--- config.mk ---
export PLATFORM = sky130hd
export DESIGN_NAME = pwm_dac
export DESIGN_NICKNAME = d
export VERILOG_FILES = /design/src/rtl/pwm_dac_pkg.sv /design/src/rtl/pwm_dac_window_counter.sv /design/src/rtl/pwm_dac.sv
export SDC_FILE = /design/constraint.sdc
export NUM_CORES = 1
export LEC_CHECK = 0
export ABC_CLOCK_PERIOD_IN_PS = 1900
export BUFFER_PORTS_ARGS = -buffer_cell sky130_fd_sc_hd__buf_4
export CORE_MARGIN = 5
export CORE_UTILIZATION = 55
export DETAILED_ROUTE_END_ITERATION = 16
export PLACE_DENSITY = 0.88
export SYNTH_ARGS = -nofsm -noshare
export SYNTH_HDL_FRONTEND = slang
export SYNTH_SLANG_ARGS = --single-unit
export TNS_END_PERCENT = 100
--- constraint.sdc ---
create_clock -name clk -period 1.9 [get_ports clk]
set_input_delay 0.19 -clock clk [delete_from_list [all_inputs] [get_ports clk]]
set_output_delay 0.19 -clock clk [all_outputs]
set_load 0.05 [all_outputs]
--- src/rtl/pwm_dac_pkg.sv ---
// Shared definitions for the PWM DAC and the sample generators that feed it.
// FSM encodings, default window geometry and the code saturation rule.
package pwm_dac_pkg;

    typedef enum logic [1:0] {
        DAC_IDLE  = 2'd0,
        DAC_RUN   = 2'd1,
        DAC_DRAIN = 2'd2
    } dac_state_t;

    localparam int unsigned DEF_CYCLES_PER_WINDOW = 1024;
    localparam int unsigned DEF_CODE_WIDTH        = 10;

    // A code at or above the window length means "high for the whole window".
    function automatic int unsigned sat_code(input int unsigned c, input int unsigned w);
        return (c >= w) ? w : c;
    endfunction

endpackage

--- src/rtl/pwm_dac_window_counter.sv ---
// Position counter inside one PWM window: counts 0..W-1 while advancing, parks at 0 otherwise.
// Also flags the last cycle of the window.
module window_counter
    import pwm_dac_pkg::*;
#(
    parameter int unsigned CYCLES_PER_WINDOW = DEF_CYCLES_PER_WINDOW,
    localparam int unsigned CW = $clog2(CYCLES_PER_WINDOW)
) (
    input  logic          clk,
    input  logic          rst_n,
    input  logic          advance,
    output logic [CW-1:0] count,
    output logic          last
);

    localparam logic [CW-1:0] LAST_COUNT = CW'(CYCLES_PER_WINDOW - 1);

    // NOTE: rst_n is synchronous, so it is tested inside the clocked block and
    // all state updates use non-blocking assignments to avoid ordering races.
    always_ff @(posedge clk) begin
        if (!rst_n) begin
            count <= '0;
        end else if (!advance) begin
            count <= '0;
        end else if (count == LAST_COUNT) begin
            count <= '0;
        end else begin
            count <= count + CW'(1);
        end
    end

    // Explicit wrap keeps non-power-of-two windows correct.
    assign last = (count == LAST_COUNT);

endmodule

--- src/rtl/pwm_dac.sv ---
// PWM DAC: turns one unsigned code per window into a 1-bit duty-cycled stream
// and requests the next code from upstream with a single-cycle next_sample.
module pwm_dac
    import pwm_dac_pkg::*;
#(
    parameter int unsigned CYCLES_PER_WINDOW = DEF_CYCLES_PER_WINDOW,
    parameter int unsigned CODE_WIDTH        = DEF_CODE_WIDTH
) (
    input  logic                  clk,
    input  logic                  rst_n,
    input  logic                  en,
    input  logic [CODE_WIDTH-1:0] code,
    output logic                  next_sample,
    output logic                  pwm,
    output logic                  active
);

    localparam int unsigned CW = $clog2(CYCLES_PER_WINDOW);
    // One extra bit so the duty register can hold the full window length.
    localparam int unsigned DW = CW + 1;

    dac_state_t    state;
    logic [CW-1:0] count;
    logic          last;
    logic [DW-1:0] duty_q;
    logic [DW-1:0] code_sat;
    logic          window_start;

    window_counter #(
        .CYCLES_PER_WINDOW(CYCLES_PER_WINDOW)
    ) u_window_counter (
        .clk    (clk),
        .rst_n  (rst_n),
        .advance(state != DAC_IDLE),
        .count  (count),
        .last   (last)
    );

    assign code_sat     = DW'(sat_code(32'(code), CYCLES_PER_WINDOW));
    assign window_start = (state == DAC_RUN) && (count == '0);

    always_ff @(posedge clk) begin
        if (!rst_n) begin
            state  <= DAC_IDLE;
            duty_q <= '0;
        end else begin
            // Code is captured only at window start; later changes wait for the next window.
            if (window_start) begin
                duty_q <= code_sat;
            end

            case (state)
                DAC_IDLE: begin
                    if (en) state <= DAC_RUN;
                end
                DAC_RUN: begin
                    if (!en) state <= last ? DAC_IDLE : DAC_DRAIN;
                end
                DAC_DRAIN: begin
                    if (en)        state <= DAC_RUN;
                    else if (last) state <= DAC_IDLE;
                end
                default: state <= DAC_IDLE;
            endcase
        end
    end

    // On the first cycle of a window duty_q is not loaded yet, so the live code decides.
    always_comb begin
        // NOTE: default first so every path assigns pwm and no latch is inferred.
        pwm = 1'b0;
        if (state != DAC_IDLE) begin
            if (count == '0) begin
                pwm = (code_sat != '0);
            end else begin
                pwm = ({1'b0, count} < duty_q);
            end
        end
    end

    assign next_sample = (state == DAC_RUN) && last;
    assign active      = (state != DAC_IDLE);

endmodule

==> Yosys cells after proc, flatten, opt, wreduce, memory -nomap -nowiden <==
Cells that the tools add are included.
{ "word_totals": {"ramBits": 0, "mem_bits_ro": 0, "latchBits": 0, "mem_count": 0, "inputBits": 13, "regBits": 22, "output_inout_bits": 3} }
{ "classes": {"eq_ne": 6, "magnitude_cmp": 1, "n_bitwise": 2, "n_shift": 0, "n_div": 0, "multipliers": 0, "n_addsub": 1, "n_mux": 8, "reduce_logical": 8} }
{ "ops": {"columns": ["cell", "count"], "rows": [
  ["11-bit nonzero test", 1],
  ["10-bit by 1-bit adder with 10-bit output, second input constant", 1],
  ["10-bit equality test, second input constant", 1],
  ["10-bit zero test", 1],
  ["10-bit < comparator", 1],
  ["2-bit two-way mux", 5],
  ["2-bit case mux with 3 select lines", 1],
  ["2-bit != test, second input constant", 2],
  ["3-bit != test, second input constant", 1],
  ["3-bit AND reduction", 1],
  ["3-bit OR reduction", 1],
  ["2-bit by 1-bit equality test with 1-bit output, second input constant", 1],
  ["2-bit equality test, second input constant", 1],
  ["1-bit logical AND", 2],
  ["2-bit zero test", 1],
  ["1-bit two-way mux", 2],
  ["1-bit inverter", 2],
  ["2-bit nonzero test", 1]
]} }

==> Depth between registers and ports, before layout <==
{ "logic_depth": {"depth_word": 4, "depth_mapped": 7, "mapped_depth_nobuf": 6} }

==> Hierarchy <==
Synthesis repeated with hierarchy kept, for this count alone.
{ "hier_totals": {"cells_unflattened": 133, "hier_area_um2": 1204.9} }
{ "by_module_without_submodules": {"columns": ["mod", "n_inst", "area_each_um2", "cells_each"], "rows": [
  ["pwm_dac", 1, 762.0, 83],
  ["window_counter", 1, 442.9, 50]
]} }

==> Worst setup path before layout <==
Ideal clock, no wire load.
{ "synth_path": {"kind": "flip-flop to output port", "start": "register u_window_counter.count[7]", "end": "output pwm", "stages_incl_launch_ff": 6, "slack_ns": -0.129, "arrival_ns": 1.839, "cell_sequence": "dfxtp_1 ha_1 and3_2 a221oi_1 mux2i_1 a211oi_2"} }
{ "synth_via": {"elab_chain_cells": 3} }
{ "synth_lines": {"columns": ["element", "line", "rtl"], "rows": [
  ["from (decl)", "pwm_dac_window_counter.sv:12", "output logic [CW-1:0] count,"],
  ["from (signal assigned)", "pwm_dac_window_counter.sv:28", "count <= count + CW'(1);"],
  ["10-bit < comparator / 10-bit zero test (equally long branches)", "pwm_dac.sv:76, pwm_dac.sv:73", null],
  ["1-bit two-way mux (*)", "pwm_dac.sv:73", "if (count == '0) begin"],
  ["1-bit two-way mux (*)", "pwm_dac.sv:72", "if (state != DAC_IDLE) begin"],
  ["to (decl)", "pwm_dac.sv:14", "output logic pwm,"]
]} }
Every way passes the cells marked *; elsewhere a longest branch is shown, timed or not.

==> Worst setup path after layout <==
{ "layout_path": {"start": "register duty_q[8]", "end": "output pwm"} }
{ "layout_via": {"elab_chain_cells": 3} }
{ "layout_lines": {"columns": ["element", "line", "rtl"], "rows": [
  ["from (decl)", "pwm_dac.sv:25", "logic [DW-1:0] duty_q;"],
  ["from (signal assigned)", "pwm_dac.sv:49", "duty_q <= code_sat;"],
  ["10-bit < comparator", "pwm_dac.sv:76", "pwm = ({1'b0, count} < duty_q);"],
  ["1-bit two-way mux", "pwm_dac.sv:73", null],
  ["1-bit two-way mux", "pwm_dac.sv:72", null]
]} }
No other way between the ends.

==> metrics.log <==
[metrics] result of the run: finished with violations
[metrics] violated checks: setup timing
[metrics] endpoint required time on the critical path: 1.71 ns
[metrics] floorplan row count: 16
[metrics] met3 routing resource usage after global routing: 0.05963
[metrics] setup violators final: 1
[metrics] FF+latch count, synth: 22
[metrics] cell area after synthesis: between 1000 and 1500 um^2
[metrics] setup repair after global routing missed its margin: yes
[metrics] layout cell share with drive strength beyond 1: 0.3092
[metrics] CP Max Fanout: 2
[metrics] area grow syn2layout: 23.20%
[metrics] combined flip-flop and latch cell area: roughly 460 um^2
[metrics] post-synthesis sequential area ratio: 0.3678
[metrics] final setup margin: -0.1867 ns
[metrics] type of the most critical hold path: primary input to register
[metrics] Crit Path Category: register to primary output
[metrics] setup total negative slack: -0.1867 ns
[metrics] number of buffers on the longest clock path: 2
[metrics] total area of multi-input combinational cells: 743.2 um^2
[metrics] core area: 2022 um^2
[metrics] total of fill cells in the finished design: roughly 130
[metrics] pwr/cell area: approximately 570 nW/um^2
[metrics] hold buffer count at CTS: 0
[metrics] type of destination of the critical path: primary output
[metrics] weighted congestion reported at the end of routability-driven placement: ~0.76
[metrics] final core occ: 0.7296
[metrics] Detailed Route WL: between 2 and 3 mm
[metrics] buffers added on ports: 15
[metrics] clock slew at reported path FFs: ~0.11 ns
[metrics] count of boundary I/O pins: 16
[metrics] relative slew slack: 0.7693
[metrics] TritonCTS clock tree: yes
[metrics] Final Power: 833.8 uW
[metrics] wire length of the first global-routing pass: 4.464 mm
[metrics] vias in the first global route: 997
[metrics] Layout Skew: approximately 0.002 ns
[metrics] Post-Synthesis Mean Instance Area: 9.071 um^2
[metrics] Detailed Route Iter0 Violations: 19
[metrics] Max Cap Violations: 0
[metrics] CTS sink cnt: 22
[metrics] number of antenna violations at the first check in global routing: 0
[metrics] met1 layer usage reported by global route: 0.2028
[metrics] source-to-sink clock delay at the later pin of the worst-skew pair: 0.31 ns
[metrics] Final Hold Fails: 0
[metrics] deepest level of the CTS H-tree: 1
[metrics] area of the die: 3210 um^2
[metrics] antenna-violating nets left: 0
[metrics] pin count of the biggest net entering global routing: 13
[metrics] Period Utilization, post-route: 1.098
[metrics] Post-Synthesis Cells: 132
[metrics] unique cell type count in the Yosys netlist: 28
[metrics] CP Launch Type: register
[metrics] number of DRC violations after detailed routing: 0
[metrics] synthesis warning total: 0
[metrics] root buffer cell: sky130_fd_sc_hd__clkbuf_4
[metrics] busiest metal layer after global routing: met2
[metrics] horizontal extent of the die: 56.66 um
[metrics] Routed WL per cell: 15.32 um
[metrics] hpwl dp: 1.969 mm
[metrics] worst path arrival time: ~1.9 ns
[metrics] first-pass iteration count of the detailed router: 4
[metrics] Initial Utilization: 0.5922
[metrics] total number of vias: 984
[metrics] slew at the pin closest to its max-slew limit: 0.3461 ns
[metrics] achievable clock frequency: approximately 480 MHz
[metrics] number of diodes added for antenna fixing: 0
[metrics] pins over their slew limit: 0
[metrics] number of buffers inserted during clock tree synthesis: 3
[metrics] GR Layer Usage met2: 0.3036
[metrics] placed instance area: 1340 um^2
[metrics] final period demand of the worst path: 2.087 ns
[metrics] Total Nets Final: 178
[metrics] vias per std cell: 5.497
[metrics] global route total overflow: 0
[metrics] worst IR drop on VDD: 659.8 uV
[metrics] post-route design area: 1475 um^2
[metrics] leakage power total: around 0.6 nW
[metrics] synthesized netlist net count: ~160
[metrics] Die Ht: 56.66 um
[metrics] aggregate global-route resource usage: 0.1779
==> critical path, stage by stage (launching register included) <==
cell and delay (ns):
sky130_fd_sc_hd__dfxtp_2 0.35, sky130_fd_sc_hd__inv_2 0.05, sky130_fd_sc_hd__ha_4 0.21, sky130_fd_sc_hd__a21o_1 0.17, sky130_fd_sc_hd__a221oi_2 0.31, sky130_fd_sc_hd__mux2i_2 0.13, sky130_fd_sc_hd__a211oi_4 0.17, sky130_fd_sc_hd__buf_6 0.18
==> path summary, 6_finish.rpt <==
path,startpoint,endpoint,slack (ns),cells after the start
worst max-delay path,duty_q[8],pwm,-0.19,7
worst min-delay path,en,state[1],0.05,2
worst max register to register,u_window_counter.count[6],u_window_counter.count[9],0.35,5
worst min register to register,u_window_counter.count[0],u_window_counter.count[0],0.48,1
==> timing repair <==
item | 4_1_cts | 5_1_grt
gates cloned | 0 | 0
setup endpoints to repair | 1 | 2
buffers inserted | 3 | 0
resized for setup | 16 | 10
pin swaps | 4 | 3
==> state kept, by name, summed over array words and instances, names as in the netlist <==
name / flops
duty_q: 10
state: 2
u_window_counter.count: 10
==> through the flow <==
| stage | std cells | hold WS (ns) | worst slack (ns) |
|---|---|---|---|
| final | 179 | 0.05287 | -0.1867 |
| after global routing | 179 | 0.02645 | -0.2816 |
| after global placement | 173 | 0.3681 | 0.1122 |
| after CTS | 179 | 0.05559 | -0.1828 |
| after detailed placement | 173 | 0.3836 | 0.01608 |
| after floorplan | 132 | 0.2685 | 0.03699 |
==> final cells by class <==
type	count	share of cell area
Timing Repair Buffer	20	0.1069
Sequential cell	22	0.3130
Inverter	15	0.03817
Multi-Input combinational cell	92	0.5038
Clock buffer	3	0.01527
Tap cell	27	0.02290
==> kinds of logic after synthesis <==
kind of cell	count (synthesis)	synth area share
xor gates and xnor gates	8	0.05852
AOI/OAI and AO/OA	9	0.05434
and+or+nand+nor	53	0.2435
buffers and inverters	18	0.06896
DFF	22	0.3678
muxes	11	0.09196
adders and majority gates	11	0.1149
==> layer usage <==
layer	wire length [um]	vias up
li1	-	479
met4	58	0
met1	1100	467
met5	0	-
met3	151	8
met2	1432	30
==> power by group <==
group	leakage, nW	switching [mW]	internal [mW]	total (mW)
registers	0.185	0.0112	0.472	0.484
logic	0.413	0.0715	0.0700	0.141
clock network	0.0138	0.135	0.0742	0.209
total	0.611	0.217	0.617	0.834
==> cell usage after synthesis, drive strengths merged <==
master | number | area share
a211oi | 2 | 0.017
a21o | 1 | 0.0063
a21oi | 4 | 0.017
a221oi | 1 | 0.0073
and2 | 1 | 0.0052
and3 | 2 | 0.011
buf | 2 | 0.019
clkbuf | 1 | 0.0031
dfxtp | 22 | 0.37
ha | 11 | 0.11
inv | 15 | 0.047
mux2i | 11 | 0.092
nand2 | 6 | 0.019
nand2b | 1 | 0.0052
nand3 | 5 | 0.021
nand4 | 3 | 0.016
nor2 | 15 | 0.047
nor2b | 12 | 0.063
nor3 | 3 | 0.013
nor4 | 4 | 0.039
o221ai | 1 | 0.0073
or2 | 1 | 0.0052
xnor2 | 7 | 0.051
xor2 | 1 | 0.0073
==> cell usage in the layout (no fill, tap or decap), types with 4 or more instances in the layout <==
cell type                 instances
sky130_fd_sc_hd__buf_4           18
sky130_fd_sc_hd__nor2_1          15
sky130_fd_sc_hd__inv_1           13
sky130_fd_sc_hd__nor2b_1         12
sky130_fd_sc_hd__dfxtp_1         11
sky130_fd_sc_hd__mux2i_1         10
sky130_fd_sc_hd__ha_1             8
sky130_fd_sc_hd__dfxtp_2          8
sky130_fd_sc_hd__xnor2_1          7
sky130_fd_sc_hd__nand2_1          6
sky130_fd_sc_hd__a21oi_1          4
Power figures use the tool's default switching activity.
